## src/rtl/srmt_recovery_ctrl_pkg.sv

```systemverilog
// Shared rename types: arch/phys register tags and the recovery FSM encoding.
package rename_pkg;

  localparam int ARCH_REGS = 32;
  localparam int PRF_W     = 6;
  localparam int IDX_W     = $clog2(ARCH_REGS / 2);

  typedef logic [4:0]       arch_reg_t;
  typedef logic [PRF_W-1:0] phys_reg_t;
  typedef logic [IDX_W-1:0] walk_idx_t;

  typedef enum logic [1:0] {
    IDLE = 2'd0,
    WALK = 2'd1,
    DONE = 2'd2
  } recov_state_t;

endpackage

```

## src/rtl/srmt_recovery_ctrl_crmt_2w.sv

```systemverilog
// Committed rename map: two write lanes (lane 1 wins), x0 write-ignore,
// identity reset and two combinational read ports.
module crmt_2w
  import rename_pkg::*;
(
  input  logic      clk_i,
  input  logic      rst_ni,
  input  logic      we0_i,
  input  arch_reg_t wa0_i,
  input  phys_reg_t wd0_i,
  input  logic      we1_i,
  input  arch_reg_t wa1_i,
  input  phys_reg_t wd1_i,
  input  arch_reg_t ra0_i,
  output phys_reg_t rd0_o,
  input  arch_reg_t ra1_i,
  output phys_reg_t rd1_o
);

  phys_reg_t map_q [ARCH_REGS];
  phys_reg_t map_d [ARCH_REGS];

  // Next map: lane 0 first, then lane 1 so the younger commit overrides.
  always_comb begin
    map_d = map_q;
    if (we0_i && (wa0_i != 5'd0)) begin
      map_d[wa0_i] = wd0_i;
    end else begin
      map_d = map_d;
    end
    if (we1_i && (wa1_i != 5'd0)) begin
      map_d[wa1_i] = wd1_i;
    end else begin
      map_d = map_d;
    end
  end

  // Map storage; reset to the identity mapping x(i) -> p(i).
  always_ff @(posedge clk_i or negedge rst_ni) begin
    if (!rst_ni) begin
      for (int i = 0; i < ARCH_REGS; i++) begin
        map_q[i] <= phys_reg_t'(i);
      end
    end else begin
      map_q <= map_d;
    end
  end

  assign rd0_o = map_q[ra0_i];
  assign rd1_o = map_q[ra1_i];

endmodule

```

## src/rtl/srmt_recovery_ctrl.sv

```systemverilog
// Recovery sequencer: holds the committed map and replays it into the speculative
// map two entries per cycle after a flush, stalling rename until the replay ends.
module srmt_recovery_ctrl
  import rename_pkg::*;
(
  input  logic      cpu_clk_i,
  input  logic      cpu_rst_ni,
  input  logic      c0_we_i,
  input  arch_reg_t c0_arch_i,
  input  phys_reg_t c0_phys_i,
  input  logic      c1_we_i,
  input  arch_reg_t c1_arch_i,
  input  phys_reg_t c1_phys_i,
  output logic      commit_ready_o,
  input  logic      flush_req_i,
  output logic      rename_stall_o,
  output logic      srmt_flush_o,
  output arch_reg_t srmt_arch0_o,
  output phys_reg_t srmt_phys0_o,
  output arch_reg_t srmt_arch1_o,
  output phys_reg_t srmt_phys1_o,
  output logic      recovery_done_o
);

  localparam walk_idx_t IDX_LAST = 4'd15;

  recov_state_t state_q, state_d;
  walk_idx_t    idx_q, idx_d;
  logic         ready_q, ready_d;
  logic         flush_q, flush_d;
  logic         done_q, done_d;
  logic         busy_q, busy_d;

  // Next-state and walk index; a flush request in any state (re)starts at idx 0.
  always_comb begin
    state_d = state_q;
    idx_d   = idx_q;
    case (state_q)
      IDLE: begin
        if (flush_req_i) begin
          state_d = WALK;
          idx_d   = 4'd0;
        end else begin
          state_d = IDLE;
        end
      end
      WALK: begin
        if (flush_req_i) begin
          state_d = WALK;
          idx_d   = 4'd0;
        end else if (idx_q == IDX_LAST) begin
          state_d = DONE;
          idx_d   = idx_q + 4'd1;
        end else begin
          idx_d   = idx_q + 4'd1;
        end
      end
      DONE: begin
        if (flush_req_i) begin
          state_d = WALK;
          idx_d   = 4'd0;
        end else begin
          state_d = IDLE;
        end
      end
      default: begin
        state_d = IDLE;
        idx_d   = 4'd0;
      end
    endcase
    ready_d = (state_d == IDLE);
    flush_d = (state_d == WALK);
    done_d  = (state_d == DONE);
    busy_d  = (state_d != IDLE);
  end

  // State, index and registered status outputs.
  always_ff @(posedge cpu_clk_i or negedge cpu_rst_ni) begin
    if (!cpu_rst_ni) begin
      state_q <= IDLE;
      idx_q   <= 4'd0;
      ready_q <= 1'b1;
      flush_q <= 1'b0;
      done_q  <= 1'b0;
      busy_q  <= 1'b0;
    end else begin
      state_q <= state_d;
      idx_q   <= idx_d;
      ready_q <= ready_d;
      flush_q <= flush_d;
      done_q  <= done_d;
      busy_q  <= busy_d;
    end
  end

  // Commits are gated by ready so the map cannot move under an in-flight walk.
  crmt_2w u_crmt (
    .clk_i  (cpu_clk_i),
    .rst_ni (cpu_rst_ni),
    .we0_i  (c0_we_i & ready_q),
    .wa0_i  (c0_arch_i),
    .wd0_i  (c0_phys_i),
    .we1_i  (c1_we_i & ready_q),
    .wa1_i  (c1_arch_i),
    .wd1_i  (c1_phys_i),
    .ra0_i  (srmt_arch0_o),
    .rd0_o  (srmt_phys0_o),
    .ra1_i  (srmt_arch1_o),
    .rd1_o  (srmt_phys1_o)
  );

  assign srmt_arch0_o    = {idx_q, 1'b0};
  assign srmt_arch1_o    = {idx_q, 1'b1};
  assign commit_ready_o  = ready_q;
  assign srmt_flush_o    = flush_q;
  assign recovery_done_o = done_q;
  assign rename_stall_o  = flush_req_i | busy_q;

endmodule
```

## config.mk

```make
export PLATFORM = sky130hd
export DESIGN_NAME = srmt_recovery_ctrl
export DESIGN_NICKNAME = d
export VERILOG_FILES = /design/src/rtl/srmt_recovery_ctrl_pkg.sv /design/src/rtl/srmt_recovery_ctrl_crmt_2w.sv /design/src/rtl/srmt_recovery_ctrl.sv
export SDC_FILE = /design/constraint.sdc
export NUM_CORES = 1
export LEC_CHECK = 0
export CORE_ASPECT_RATIO = 0.5
export CORE_UTILIZATION = 50
export CTS_CLUSTER_SIZE = 16
export DETAILED_ROUTE_END_ITERATION = 8
export MAX_ROUTING_LAYER = met4
export PLACE_DENSITY_LB_ADDON = 0.05
export SLEW_MARGIN = 20
export SYNTH_ARGS = -nofsm -noshare
export SYNTH_HDL_FRONTEND = slang
export SYNTH_HIERARCHICAL = 1
export SYNTH_SLANG_ARGS = --single-unit
```

## constraint.sdc

```tcl
create_clock -name cpu_clk_i -period 3.4 [get_ports cpu_clk_i]
set_input_delay 0.34 -clock cpu_clk_i [delete_from_list [all_inputs] [get_ports cpu_clk_i]]
set_output_delay 0.34 -clock cpu_clk_i [all_outputs]
set_load 0.03 [all_outputs]
```

==> results.py, run 1 <==
metrics = {
    "timing": {
        "report.final.hold_viol_count": 0,
        "drv_slew": 0,
        "min_period_ps": 3360,
        "fmax_mhz": 298,
        "tightest_slew_ps": 1190,
        "relSlewSlack_pct": 20.6,
        "timing.final.ws_setup_ps": 40.9,
        "setup_viol": 0,
        "whs_ps": 411,
        "tns_ps": 0,
        "skew_ps": 9.01,
        "fin_crit_sh_pct": 98.8,
        "rsz0062_at_grt": "false",
    },
    "final_layout": {
        "num_antenna_cells": 0,
        "n_fill_cell": 2261,
        "nets": 1368,
        "syn2layout_area_growth_pct": 10.3,
        "instances_no_fill": 1706,
        "drive_gt1_share_pct": 25.7,
        "layout_commonest_cell": "nand3_1",
        "final_cell_mix": "188 x nand3_1, 187 x a31oi_1, 186 x nor3_1, 119 x dfrtp_1, 109 x mux4_2",
    },
    "pwr": {
        "ir_drop_uv": 301,
        "p_leak_nw": 5.14,
        "totalPowerFinal_mw": 8.07,
        "power_density_nw_per_um2": 537,
    },
    "routing": {
        "drtAntennaViolNets": 0,
        "totalWireLength_um": 53700,
        "routed-via-count": 13056,
        "via_per_inst": 7.65,
        "drc": 0,
        "drt_pass1_iterations": 6,
        "dr.first_iter.drc_count": 2244,
        "avgRoutedWirePerCell_um": 31.5,
    },
    "die": {
        "die_w_um": 235,
        "rows": 42,
        "boundaryPins": 53,
        "die_area_um2": 28000,
        "fp.coreArea_um2": 26600,
        "start_util_pct": 51.3,
        "die_y_um": 119,
    },
    "global_route": {
        "grt_pass1_wl_um": 81000,
        "grt_antenna_before_repair": 0,
        "overflow": 0,
        "grt_use_total_pct": 39.8,
        "grt_pass1_vias": 12293,
        "grt_max_degree": 101,
    },
    "setup_path": {
        "cp-end-kind": "primary output",
        "r2r-start": "commit_ready_o",
        "slowest_stage": "mux4_4",
        "path_cells": "buf_4, mux4_4, mux4_2, mux2_2, dlygate4sd2_1",
        "crit_required_ps": 3060,
        "path_buf_inv": 2,
        "r2r_cells": 4,
        "slowest_delay_ps": 610,
        "crit_type": "flop to primary output",
        "cp_max_fo": 9,
        "crit_family": "multiplexers",
        "r2r_end": "u_crmt/map_q[178]",
        "crit_path_start_kind": "flop",
        "arrival_ps": 3020,
        "rrSetupSlack_ps": 730,
    },
    "flow_run": {
        "drv_cap": 0,
    },
    "synthesis": {
        "synth_cell_type_count": 46,
        "synth_area_per_cell_um2": 9.70,
        "synth_edf_count": 0,
        "synth_area_leaders": "dfrtp_1 22%, mux4_2 18%, dfstp_2 16%",
        "synth.largest_area_cell": "dfrtp_1",
        "synth_area_um2": 13600,
        "synth_ff_type": "dfrtp_1",
        "synthArstFlopShare_pct": 100,
        "ys_ff_latch": 202,
        "synth_top_cell_area_share_pct": 22.2,
        "yosysWarnings": 6,
        "netlist_instances": 1405,
        "ys_seq_area_share_pct": 37.8,
    },
    "clock_network": {
        "cts-root-buf": "clkbuf_16",
        "htreeDepth": 1,
        "insertion_delay_ps": 530,
        "cts_tree": "built",
        "clk_pin_slew_ps": 70,
        "clockBufferDepth": 3,
        "cts.sinks": 202,
        "cts-buffers-inserted": 20,
    },
    "placement": {
        "gp_congestion": 0.979,
        "dp.cells": 1663,
        "dp_slack_ps": 343,
        "dp_hpwl_um": 34400,
        "io_buffers": 50,
    },
    "min_path": {
        "min_to": "u_crmt/map_q[190]",
        "whs_path_depth": 0,
        "min-delay-path-class": "flop to flop",
        "hp-start": "u_crmt/map_q[190]",
    },
    "outcome": {
        "status": "completed",
    },
}
-- Yosys cell counts (all sizes together), types with 2 or more instances --
library cell  instances
a21oi                 2
a31oi               187
and2                  2
and3                  2
and3b                 5
buf                  48
clkbuf              177
conb                  2
dfrtp               121
dfstp                81
inv                   2
mux2                 12
mux4                120
nand2                 4
nand2b                5
nand3               189
nand3b                7
nand4b                4
nand4bb               4
nor2                  4
nor2b                 2
nor3                187
nor3b                 4
o21ai               187
or2                  34
or3                   2
or3b                  4
-- state kept, by name (all words and copies together), names as in the netlist --
register / flops
srmt_flush_o: 1
idx_q: 4
recovery_done_o: 1
u_crmt/map_q: 192
busy_q: 1
state_q: 2
commit_ready_o: 1
-- repair_timing --
| action | CTS | global route |
|---|---|---|
| buffers inserted | 0 | 6 |
| hold buffers | 1 | 0 |
| endpoints found under the setup margin | 9 | 5 |
| endpoints found under the hold margin | 33 | 0 |
| resized for setup | 9 | 2 |
| pin swaps | 0 | 0 |
-- per-layer routing --
metal	routed length, µm	part of all wire [%]	GRT usage [%]
met1	21200	40	55.9
met2	23100	43	56.7
met3	7410	14	9.90
met4	1910	3.6	12.5
met5	0	0	-
-- how the worst max path moves through the flow --
stage	startpoint	to	slack, ps	depth (start not counted)
floorplan	idx_q[1]	srmt_phys1_o[5]	590	5
finish	idx_q[0]	srmt_phys0_o[5]	40	5
CTS	idx_q[0]	srmt_phys1_o[0]	20	6
global route	idx_q[0]	srmt_phys1_o[0]	5	6
global placement	idx_q[0]	srmt_phys0_o[0]	360	6
detailed placement	idx_q[0]	srmt_phys0_o[0]	340	6
-- through the flow --
step | utilization, % | instance area (µm²)
CTS | 56.3 | 15000
global placement | 53.9 | 14300
floorplan | - | 13700
finish | 56.5 | 15000
global route | 56.5 | 15000
detailed placement | 53.9 | 14300
-- cells by family after synthesis --
kind of cell,synth area share (%)
buffers and inverters,7.01
flip-flops,37.8
adder cells (fa/ha/maj),0.0918
multiplexers,21.2
AO/OA/AOI/OAI,15.6
other,0.0551
AND/OR/NAND/NOR,18.2
-- layout make-up --
cell class	instances	area, µm²	area share [%]
multi-input combinational	981	7580	50.4
sequential	202	5160	34.3
timing repair buffer	133	1200	8.00
clock buffer	31	593	3.95
tap	352	440	2.93
clock inverter	5	50.0	0.333
inverter	2	7.51	0.0499
-- worst register-to-register path: cells and delay by family, from the launching register on --
| family | cells | cell delay (ps) |
|---|---|---|
| and+or+nand+nor | 3 | 1680 |
| DFF | 1 | 680 |
| AOI/OAI and AO/OA | 1 | 240 |
-- where the power goes --
part | internal, mW | switching [mW]
logic | 1.11 | 1.06
clock network | 1.28 | 1.04
registers | 3.01 | 0.570
No activity file was read; power rests on OpenSTA's default activity.
==> run 2, diff against run 1 <==
--- a/config.mk
+++ b/config.mk
@@ -10,7 +10,7 @@
 export CTS_CLUSTER_SIZE = 16
 export DETAILED_ROUTE_END_ITERATION = 8
 export MAX_ROUTING_LAYER = met4
-export PLACE_DENSITY_LB_ADDON = 0.05
+export PLACE_DENSITY = 0.77
 export SLEW_MARGIN = 20
 export SYNTH_ARGS = -nofsm -noshare
 export SYNTH_HDL_FRONTEND = slang
==> results.py, run 2 (synthesized netlist as in run 1, its figures left out) <==
metrics = {
    "routing": {
        "drtAntennaViolNets": 0,
        "top_layer": "met4",
        "met1_length_um": 17800,
        "drc": 0,
        "totalWireLength_um": 50700,
        "wl_met3_um": 7830,
        "avgRoutedWirePerCell_um": 29.9,
        "routed-via-count": 13400,
        "dr.first_iter.drc_count": 2436,
        "drt_pass1_iterations": 7,
        "met2_length_um": 21800,
        "via_per_inst": 7.89,
    },
    "timing": {
        "setup_viol": 0,
        "tightest_slew_ps": 1160,
        "relSlewSlack_pct": 22.7,
        "tns_ps": 0,
        "fmax_mhz": 299,
        "report.final.hold_viol_count": 0,
        "skew_ps": 15.6,
        "rsz0062_at_grt": "false",
        "min_period_ps": 3340,
        "fin_crit_sh_pct": 98.2,
        "drv_slew": 0,
    },
    "setup_path": {
        "cp-end-kind": "primary output",
        "slowest_stage": "mux4_2",
        "crit_type": "flop to primary output",
        "arrival_ps": 3000,
        "crit_family": "multiplexers",
        "crit_path_frequent_cell": "buf_4",
        "crit_required_ps": 3060,
        "slowest_delay_ps": 520,
        "path_cells": "buf_12, buf_4, buf_4, mux4_2, mux4_2, mux2_2, buf_4",
        "crit_path_start_kind": "flop",
        "path_buf_inv": 4,
        "cp_max_fo": 19,
    },
    "final_layout": {
        "largest_register_ffs": 192,
        "n_fill_cell": 2209,
        "syn2layout_area_growth_pct": 9.81,
        "drive_gt1_share_pct": 25.2,
        "final_cell_mix": "188 x nand3_1, 187 x a31oi_1, 186 x nor3_1, 119 x dfrtp_1, 109 x mux4_2",
        "instances_no_fill": 1699,
        "reg_top3": "u_crmt/map_q (192), idx_q (4), state_q (2)",
        "top_register": "u_crmt/map_q",
        "nets": 1360,
        "num_antenna_cells": 0,
        "layout_commonest_cell": "nand3_1",
    },
    "pwr": {
        "totalPowerFinal_mw": 8.09,
        "p_leak_nw": 5.09,
        "power_density_nw_per_um2": 541,
        "ir_drop_uv": 412,
    },
    "placement": {
        "io_buffers": 50,
        "dp.cells": 1659,
        "dp_hpwl_um": 32500,
        "gp_congestion": 1.04,
    },
    "outcome": {
        "status": "completed",
    },
    "global_route": {
        "grt_use_total_pct": 37.6,
        "grt_max_degree": 77,
        "grt_pass1_vias": 12812,
        "grt_pass1_wl_um": 78600,
        "grt_antenna_before_repair": 0,
        "overflow": 0,
    },
    "die": {
        "die_y_um": 119,
        "die_area_um2": 28000,
        "rows": 42,
        "start_util_pct": 51.3,
        "die_w_um": 235,
        "fp.coreArea_um2": 26600,
        "boundaryPins": 53,
    },
    "clock_network": {
        "cts-buffers-inserted": 21,
        "cts-root-buf": "clkbuf_16",
        "insertion_delay_ps": 540,
        "clk_pin_slew_ps": 70,
        "cts_tree": "built",
        "clockBufferDepth": 3,
        "cts.sinks": 202,
        "htreeDepth": 1,
    },
    "min_path": {
        "min-delay-path-class": "primary input to async pin",
    },
    "flow_run": {
        "drv_cap": 0,
    },
}
## run 2: power breakdown
| group | internal [mW] | switching, mW | total (mW) |
|---|---|---|---|
| combinational | 1.10 | 1.05 | 2.15 |
| clock | 1.29 | 1.04 | 2.33 |
| sequential | 3.02 | 0.597 | 3.61 |
## run 2: worst paths after layout
check / startpoint / depth (start not counted) / to / slack, ps
setup reg to reg: commit_ready_o / 4 / u_crmt/map_q[63] / 840
max in group asynchronous: cpu_rst_ni / 3 / u_crmt/map_q[48] / 2110
hold reg to reg: u_crmt/map_q[191] / 0 / u_crmt/map_q[191] / 410
setup / recovery: idx_q[0] / 7 / srmt_phys1_o[0] / 60
hold / removal: cpu_rst_ni / 2 / u_crmt/map_q[109] / 360
min in group cpu_clk_i: u_crmt/map_q[191] / 0 / u_crmt/map_q[191] / 410
## run 2: what timing repair did
action / CTS / global route
hold buffers: 1 / 0
setup buffers: 1 / 0
endpoints found under the hold margin: 42 / 0
setup endpoints to repair: 10 / 0
resized for setup: 8 / 0
## run 2: metrics by stage
| stage | utilization (%) | hold slack (ps) | worst slack [ps] | cell area, µm² |
|---|---|---|---|---|
| final | 56.3 | 358 | 60.8 | 15000 |
| after global routing | 56.3 | 418 | 15.5 | 15000 |
| after CTS | 56.2 | 395 | 63.9 | 15000 |
| after detailed placement | 53.7 | 383 | 397 | 14300 |
| after global placement | 53.7 | 374 | 437 | 14300 |
| after floorplan | - | 44.4 | 586 | 13700 |
## run 2: worst reg2reg max path: stages (launching register included)
cell,delay (ps)
dfstp_2,630
and2_1,380
nand4b_1,620
or2_0,590
a31oi_1,250
## run 2: area by class of cell
cell class	count	area, µm²	area share [%]
multi-input combinational	981	7580	50.7
tap	352	440	2.94
sequential	202	5160	34.5
clock inverter	6	61.3	0.410
timing repair buffer	124	1110	7.42
clock buffer	32	597	3.99
inverter	2	7.51	0.0502
## run 2: routing by layer
layer | up-vias | GRT usage (%)
li1 | 5270 | -
met1 | 6478 | 48.6
met5 | - | -
met4 | 0 | 19.2
met3 | 291 | 10.7
met2 | 1361 | 54.3
